==> config.mk <==
export PLATFORM = sky130hd
export DESIGN_NAME = led_pattern_sched_flat
export DESIGN_NICKNAME = d
export VERILOG_FILES = /design/src/rtl/led_sched_pkg.sv /design/src/rtl/led_pattern_sched_if.sv /design/src/rtl/tick_gen.sv /design/src/rtl/led_pattern_sched.sv /design/src/flat_wrapper.sv
export SDC_FILE = /design/constraint.sdc
export NUM_CORES = 1
export LEC_CHECK = 0
export CELL_PAD_IN_SITES_DETAIL_PLACEMENT = 0
export CELL_PAD_IN_SITES_GLOBAL_PLACEMENT = 1
export CORE_MARGIN = 4
export CORE_UTILIZATION = 39
export CTS_CLUSTER_DIAMETER = 60
export DETAILED_ROUTE_END_ITERATION = 10
export GPL_TIMING_DRIVEN = 1
export PLACE_DENSITY_LB_ADDON = 0.3
export SLEW_MARGIN = 20
export SYNTH_ARGS = -nofsm -noshare
export SYNTH_HDL_FRONTEND = slang
export SYNTH_HIERARCHICAL = 1
export SYNTH_SLANG_ARGS = --single-unit
export TNS_END_PERCENT = 30
==> constraint.sdc <==
create_clock -name iCLK -period 7.5 [get_ports iCLK]
set_clock_uncertainty 0.2 [all_clocks]
set_input_delay 1.125 -clock iCLK [delete_from_list [all_inputs] [get_ports iCLK]]
set_output_delay 1.125 -clock iCLK [all_outputs]
set_load 0.005 [all_outputs]
==> src/rtl/led_sched_pkg.sv <==
// Shared constants and FSM encoding for the LED pattern scheduler.
package led_sched_pkg;
  localparam int N_REQ        = 4;
  localparam int PAT_LEN      = 12;
  localparam int STEP_W       = 4;
  localparam int GID_W        = 2;
  localparam int REP_W        = 2;
  localparam int TICK_DIV_DEF = 5000000;

  typedef enum logic [1:0] {
    S_IDLE = 2'd0,
    S_PLAY = 2'd1,
    S_GAP  = 2'd2
  } state_e;
endpackage

==> src/rtl/led_pattern_sched_if.sv <==
// Requester-side bus of the scheduler: requests/patterns in, grant/status out.
interface led_pattern_sched_if #(
  parameter int N_REQ   = led_sched_pkg::N_REQ,
  parameter int PAT_LEN = led_sched_pkg::PAT_LEN,
  parameter int REP_W   = led_sched_pkg::REP_W
);
  import led_sched_pkg::*;

  logic [N_REQ-1:0]         iREQ;
  logic [N_REQ*PAT_LEN-1:0] iPAT;
  logic [N_REQ*REP_W-1:0]   iREP;
  logic [N_REQ-1:0]         oACK;
  logic [N_REQ-1:0]         oDONE;
  logic                     oBUSY;
  logic [GID_W-1:0]         oGRANT_ID;
  logic [STEP_W-1:0]        oSTEP;
  logic                     oLED;

  // Scheduler side
  modport slave (
    input  iREQ, iPAT, iREP,
    output oACK, oDONE, oBUSY, oGRANT_ID, oSTEP, oLED
  );

  // Requester side
  modport master (
    output iREQ, iPAT, iREP,
    input  oACK, oDONE, oBUSY, oGRANT_ID, oSTEP, oLED
  );
endinterface

==> src/rtl/tick_gen.sv <==
// Step prescaler: counts 0..TICK_DIV-1 and flags the last cycle of each step.
// Held at zero while iCLR is high so the first step after a grant is full length.
module tick_gen #(
  parameter int TICK_DIV = 4
) (
  input  logic iCLK,
  input  logic iRST,
  input  logic iCLR,
  output logic oTICK
);
  localparam int CW = (TICK_DIV > 1) ? $clog2(TICK_DIV) : 1;
  localparam logic [CW-1:0] LAST = CW'(TICK_DIV - 1);

  logic [CW-1:0] cnt_q, cnt_d;

  // Next count: wrap at the end of a step, hold at zero while cleared
  always_comb begin
    cnt_d = cnt_q + 1'b1;
    if (iCLR || cnt_q == LAST) cnt_d = '0;
  end

  // Counter register
  always_ff @(posedge iCLK) begin
    if (iRST) cnt_q <= '0;
    else      cnt_q <= cnt_d;
  end

  assign oTICK = !iCLR && (cnt_q == LAST);
endmodule

==> src/rtl/led_pattern_sched.sv <==
// Round-robin LED pattern scheduler: grants one requester at a time, plays its
// pattern (r+1) times at one step per TICK_DIV cycles, then a one-step dark gap.
module led_pattern_sched
  import led_sched_pkg::*;
#(
  parameter int TICK_DIV = TICK_DIV_DEF,
  parameter int N_REQ    = led_sched_pkg::N_REQ,
  parameter int PAT_LEN  = led_sched_pkg::PAT_LEN
) (
  input  logic                iCLK,
  input  logic                iRST,
  led_pattern_sched_if.slave  bus
);
  localparam logic [STEP_W-1:0] LAST_STEP = STEP_W'(PAT_LEN - 1);
  localparam logic [GID_W-1:0]  LAST_REQ  = GID_W'(N_REQ - 1);

  state_e              state_q, state_d;
  logic [STEP_W-1:0]   step_q, step_d;
  logic [REP_W-1:0]    rep_q, rep_d;
  logic [PAT_LEN-1:0]  pat_q, pat_d;
  logic [GID_W-1:0]    ptr_q, ptr_d, gid_q, gid_d, pick;
  logic [N_REQ-1:0]    ack_q, ack_d, done_q, done_d;
  logic                busy_q, busy_d, led_q, led_d;
  logic                tick;

  logic [PAT_LEN-1:0]  pat_arr [N_REQ];
  logic [REP_W-1:0]    rep_arr [N_REQ];

  for (genvar k = 0; k < N_REQ; k++) begin : g_unpack
    assign pat_arr[k] = bus.iPAT[k*PAT_LEN +: PAT_LEN];
    assign rep_arr[k] = bus.iREP[k*REP_W +: REP_W];
  end

  tick_gen #(.TICK_DIV(TICK_DIV)) u_tick (
    .iCLK  (iCLK),
    .iRST  (iRST),
    .iCLR  (state_q == S_IDLE),
    .oTICK (tick)
  );

  // Round-robin pick: first requester at or after ptr_q (descending loop so
  // the lowest offset wins)
  always_comb begin
    int s;
    logic [GID_W-1:0] idx;
    pick = '0;
    s    = 0;
    idx  = '0;
    for (int i = N_REQ - 1; i >= 0; i--) begin
      s   = (int'(ptr_q) + i) % N_REQ;
      idx = GID_W'(s);
      if (bus.iREQ[idx]) pick = idx;
    end
  end

  // FSM next state and registered-output precompute
  always_comb begin
    state_d = state_q;
    step_d  = step_q;
    rep_d   = rep_q;
    pat_d   = pat_q;
    ptr_d   = ptr_q;
    gid_d   = gid_q;
    ack_d   = '0;
    done_d  = '0;
    unique case (state_q)
      S_IDLE: begin
        if (|bus.iREQ) begin
          state_d     = S_PLAY;
          step_d      = '0;
          pat_d       = pat_arr[pick];
          rep_d       = rep_arr[pick];
          gid_d       = pick;
          ack_d[pick] = 1'b1;
          ptr_d       = (pick == LAST_REQ) ? '0 : pick + 1'b1;
        end
      end
      S_PLAY: begin
        if (tick) begin
          if (step_q == LAST_STEP) begin
            step_d = '0;
            if (rep_q != '0) rep_d   = rep_q - 1'b1;
            else             state_d = S_GAP;
          end else begin
            step_d = step_q + 1'b1;
          end
        end
      end
      S_GAP: begin
        if (tick) begin
          state_d       = S_IDLE;
          done_d[gid_q] = 1'b1;
        end
      end
      default: state_d = S_IDLE;
    endcase
    busy_d = (state_d != S_IDLE);
    led_d  = (state_d == S_PLAY) ? pat_d[step_d] : 1'b0;
  end

  // State and output registers; reset aborts any playback silently
  always_ff @(posedge iCLK) begin
    if (iRST) begin
      state_q <= S_IDLE;
      step_q  <= '0;
      rep_q   <= '0;
      pat_q   <= '0;
      ptr_q   <= '0;
      gid_q   <= '0;
      ack_q   <= '0;
      done_q  <= '0;
      busy_q  <= 1'b0;
      led_q   <= 1'b0;
    end else begin
      state_q <= state_d;
      step_q  <= step_d;
      rep_q   <= rep_d;
      pat_q   <= pat_d;
      ptr_q   <= ptr_d;
      gid_q   <= gid_d;
      ack_q   <= ack_d;
      done_q  <= done_d;
      busy_q  <= busy_d;
      led_q   <= led_d;
    end
  end

  assign bus.oACK      = ack_q;
  assign bus.oDONE     = done_q;
  assign bus.oBUSY     = busy_q;
  assign bus.oGRANT_ID = gid_q;
  assign bus.oSTEP     = (state_q == S_PLAY) ? step_q : '0;
  assign bus.oLED      = led_q;
endmodule

==> src/flat_wrapper.sv <==
// flat-port wrapper written by rule: the top's interface ports become plain ports
module led_pattern_sched_flat import led_sched_pkg::*;
#(
  parameter int TICK_DIV = TICK_DIV_DEF,
  parameter int N_REQ    = led_sched_pkg::N_REQ,
  parameter int PAT_LEN  = led_sched_pkg::PAT_LEN
)
  (iCLK, iRST, bus_iREQ, bus_iPAT, bus_iREP, bus_oACK, bus_oDONE, bus_oBUSY, bus_oGRANT_ID, bus_oSTEP, bus_oLED);
  led_pattern_sched_if #(.N_REQ(N_REQ), .PAT_LEN(PAT_LEN), .REP_W(2)) bus_i ();
  input  logic iCLK;
  input  logic iRST;
  input wire logic [$bits(bus_i.iREQ)-1:0] bus_iREQ;
  input wire logic [$bits(bus_i.iPAT)-1:0] bus_iPAT;
  input wire logic [$bits(bus_i.iREP)-1:0] bus_iREP;
  output wire logic [$bits(bus_i.oACK)-1:0] bus_oACK;
  output wire logic [$bits(bus_i.oDONE)-1:0] bus_oDONE;
  output wire logic [$bits(bus_i.oBUSY)-1:0] bus_oBUSY;
  output wire logic [$bits(bus_i.oGRANT_ID)-1:0] bus_oGRANT_ID;
  output wire logic [$bits(bus_i.oSTEP)-1:0] bus_oSTEP;
  output wire logic [$bits(bus_i.oLED)-1:0] bus_oLED;
  assign bus_i.iREQ = bus_iREQ;
  assign bus_i.iPAT = bus_iPAT;
  assign bus_i.iREP = bus_iREP;
  assign bus_oACK = bus_i.oACK;
  assign bus_oDONE = bus_i.oDONE;
  assign bus_oBUSY = bus_i.oBUSY;
  assign bus_oGRANT_ID = bus_i.oGRANT_ID;
  assign bus_oSTEP = bus_i.oSTEP;
  assign bus_oLED = bus_i.oLED;
  led_pattern_sched #(.TICK_DIV(TICK_DIV), .N_REQ(N_REQ), .PAT_LEN(PAT_LEN)) u_core (.iCLK(iCLK), .iRST(iRST), .bus(bus_i));
endmodule
==> results.tsv <==
metric	value	unit
syn_nets	447	
finalCriticalPeriod	3889	ps
track_usage	17.07	%
hold-worst-slack	256.3	ps
critical_path.endpoint_type	register	
yosysWarningCount	6	
met3_wirelength	447	um
post_dp_cell_area	0.004009	mm2
place.gp.congestion	0.8027	
power_frac_clock	37.8	%
netlist_area	0.003203	mm2
final.fill_count	763	
hold_buffers	0	
worst_slew_pin_slew	898.1	ps
grt_remaining_overflow	0	
power.share.sequential	42.8	%
cts_htree_levels	3	
timing.critical_path.slowest_stage_cell	nand2_1	
timing_worst_setup_path_type	input pin to register	
fmaxAchievable	257.2	MHz
switching_share	26.12	%
grt_first_pass_wirelength	13580	um
layout.cells.non_filler	555	
die_area	0.009727	mm2
vdd_drop_max	0.00007605	V
post-route-period-util	51.85	%
post_synth_inst_count	378	
path_cells	clkdlybuf4s50_1 -> or4_4 -> nand2_1 -> a21o_1 -> a21oi_1 -> a211oi_1 -> a221oi_1 -> a32o_1	
first_global_vias	2884	
crit_required	7520	ps
report.final.hold_viol_count	0	
synth_edf_count	0	
syn_avg_cell_area	8.474	um2
post-place-cells	540	
wire_per_inst	14.77	um
die_y	98.63	um
final.setup.tns	0	ps
layout.area.seq	0.001141	mm2
firstDrtPassIters	4	
ys_seq_area_share	35.62	%
worstSetupStartpointType	input pin	
vias	3017	
met1Wirelength	3621	um
top_level_port_count	78	
critPathArrivalTime	3910	ps
worst_path_setup_slack_after_routing	3611	ps
critPathMaxStageDelay	650	ps
clock_tree.root_cell	clkbuf_8	
final_common_cell	clkdlybuf4s50_1	
wl	8198	um
hpwl	6215	um
maxCapViolCount	0	
grt_max_degree	31	
portBuffers	77	
placementRows	32	
timing.final.setup_violations	0	
dp_slack	3265	ps
die-width	98.63	um
drt-initial-drc-count	81	
p_int	0.5624	mW
routed_via_density	5.436	
synth-main-ff-cell	dfxtp_1	
pwr_density_cell	181.3	mW/mm2
initial_core_utilization	40.82	%
top_layer_used	met4	
final_cell_area	0.004199	mm2
cts.sinks	57	
final_max_slew_viol_count	0	
cts_resized	0	
total_power	0.7612	mW
finish.net_count	518	
number_of_cts_inserted_buffers	9	
worst_setup_hold_path_clk_slew	70	ps
synth.ff_latch_count	57	
power.static_leakage	1.551	nW
crit_fanout	28	
postCtsSetupRepairBufs	0	
antenna_left	0	
drive_gt1_share	8.168	%
pwr-share-comb	19.4	%
unrepaired_setup_endpoints_after_global_routing	false	
slew_headroom	40.13	%
finish.utilization	53.51	%
post-route-drc-count	0	
grt_antenna_before_repair	0	
cts.path.max_buffers	2	
multi_input_comb_area	0.001936	mm2
synth-async-reset-ratio	0	%
total_switching_power	0.1988	mW
areaGrowthSynthToFinish	31.09	%
hold_path.class	register to register	
status	finished clean	
cts_tree	done	
insertion_delay_to_the_later_sink_of_the_worst_skew_pair	330	ps
leading_cell_types_in_the_layout_fill_and_taps_excluded	76 x clkdlybuf4s50_1, 57 x dfxtp_1, 50 x nor2_1	
number_of_distinct_library_cells_after_synthesis	65	
core	0.007848	mm2
antenna_cells	0	
met2_length	4018	um
flip-flops by register name, summed over array words and instances (netlist names):
name,cells
u_core/bus.oACK,4
u_core/bus.oBUSY,1
u_core/bus.oDONE,4
u_core/bus.oGRANT_ID,2
u_core/bus.oLED,1
u_core/pat_q,12
u_core/ptr_q,2
u_core/rep_q,2
u_core/state_q,2
u_core/step_q,4
u_core/u_tick/cnt_q,23
synthesized netlist by cell type, types with 6 or more instances:
cell       n  area (um2)
nand2_1   30       112.6
and2_1    12       75.07
or3_1      9       56.30
nor2_1    50       187.7
mux2i_1   17       170.2
and3_1     6       37.54
a21oi_1   23       115.1
dfxtp_1   57        1141
nand4_1    8       50.05
nor3b_1    6       45.04
clkbuf_1   8       30.03
xor2_1     7       61.31
ha_1       7       87.58
o21ai_0   14       70.07
nand3_1   17       85.08
xnor2_1    7       61.31
a211oi_1   9       67.56
metal layers:
layer | up-vias | GRT usage, %
met3 | 10 | 4.317
met4 | 0 | 5.672
met5 | - | 0
met1 | 1405 | 20.41
li1 | 1517 | -
met2 | 85 | 29.80
power by group through the flow:
stage | logic (mW) | clock network (mW) | registers, mW
6_report | 0.148 | 0.287 | 0.326
5_1_grt | 0.164 | 0.309 | 0.327
4_1_cts | 0.150 | 0.293 | 0.326
3_5_place_dp | 0.149 | 0 | 0.332
3_3_place_gp | 0.148 | 0 | 0.332
2_1_floorplan | 0.0929 | 0 | 0.330
area by class of cell:
class	count	area share, %
Multi-Input combinational cell	296	46.10
Sequential cell	57	27.18
Timing Repair Buffer	78	18.41
Clock buffer	12	3.695
Tap cell	102	3.039
Clock inverter	3	0.9535
Inverter	7	0.6257
critical path: cells and delay by family:
kind	cells	cell delay, ps
and+or+nand+nor	2	1240
AOI/OAI and AO/OA	5	1030
buffers and inverters	1	500
cells by family after synthesis:
group,share of synthesized area (%)
xor gates and xnor gates,3.828
and+or+nand+nor,28.98
muxes,6.836
AOI/OAI and AO/OA,17.62
buffers and inverters,4.375
adders and majority gates,2.734
DFF,35.62
worst paths after layout:
path / from / endpoint / slack (ps) / cells past startpoint
worst max register to register: u_core/u_tick/cnt_q[0]$_SDFF_PP0_ / u_core/bus.oLED$_SDFF_PP0_ / 3890 / 11
worst max-delay path: bus_iREQ[0] / u_core/bus.oLED$_SDFF_PP0_ / 3610 / 8
worst min-delay path: u_core/pat_q[3]$_SDFF_PP0_ / u_core/pat_q[3]$_SDFF_PP0_ / 260 / 2
worst min register to register: u_core/pat_q[3]$_SDFF_PP0_ / u_core/pat_q[3]$_SDFF_PP0_ / 260 / 2
Note: power is estimated with default switching activity, not from simulation.
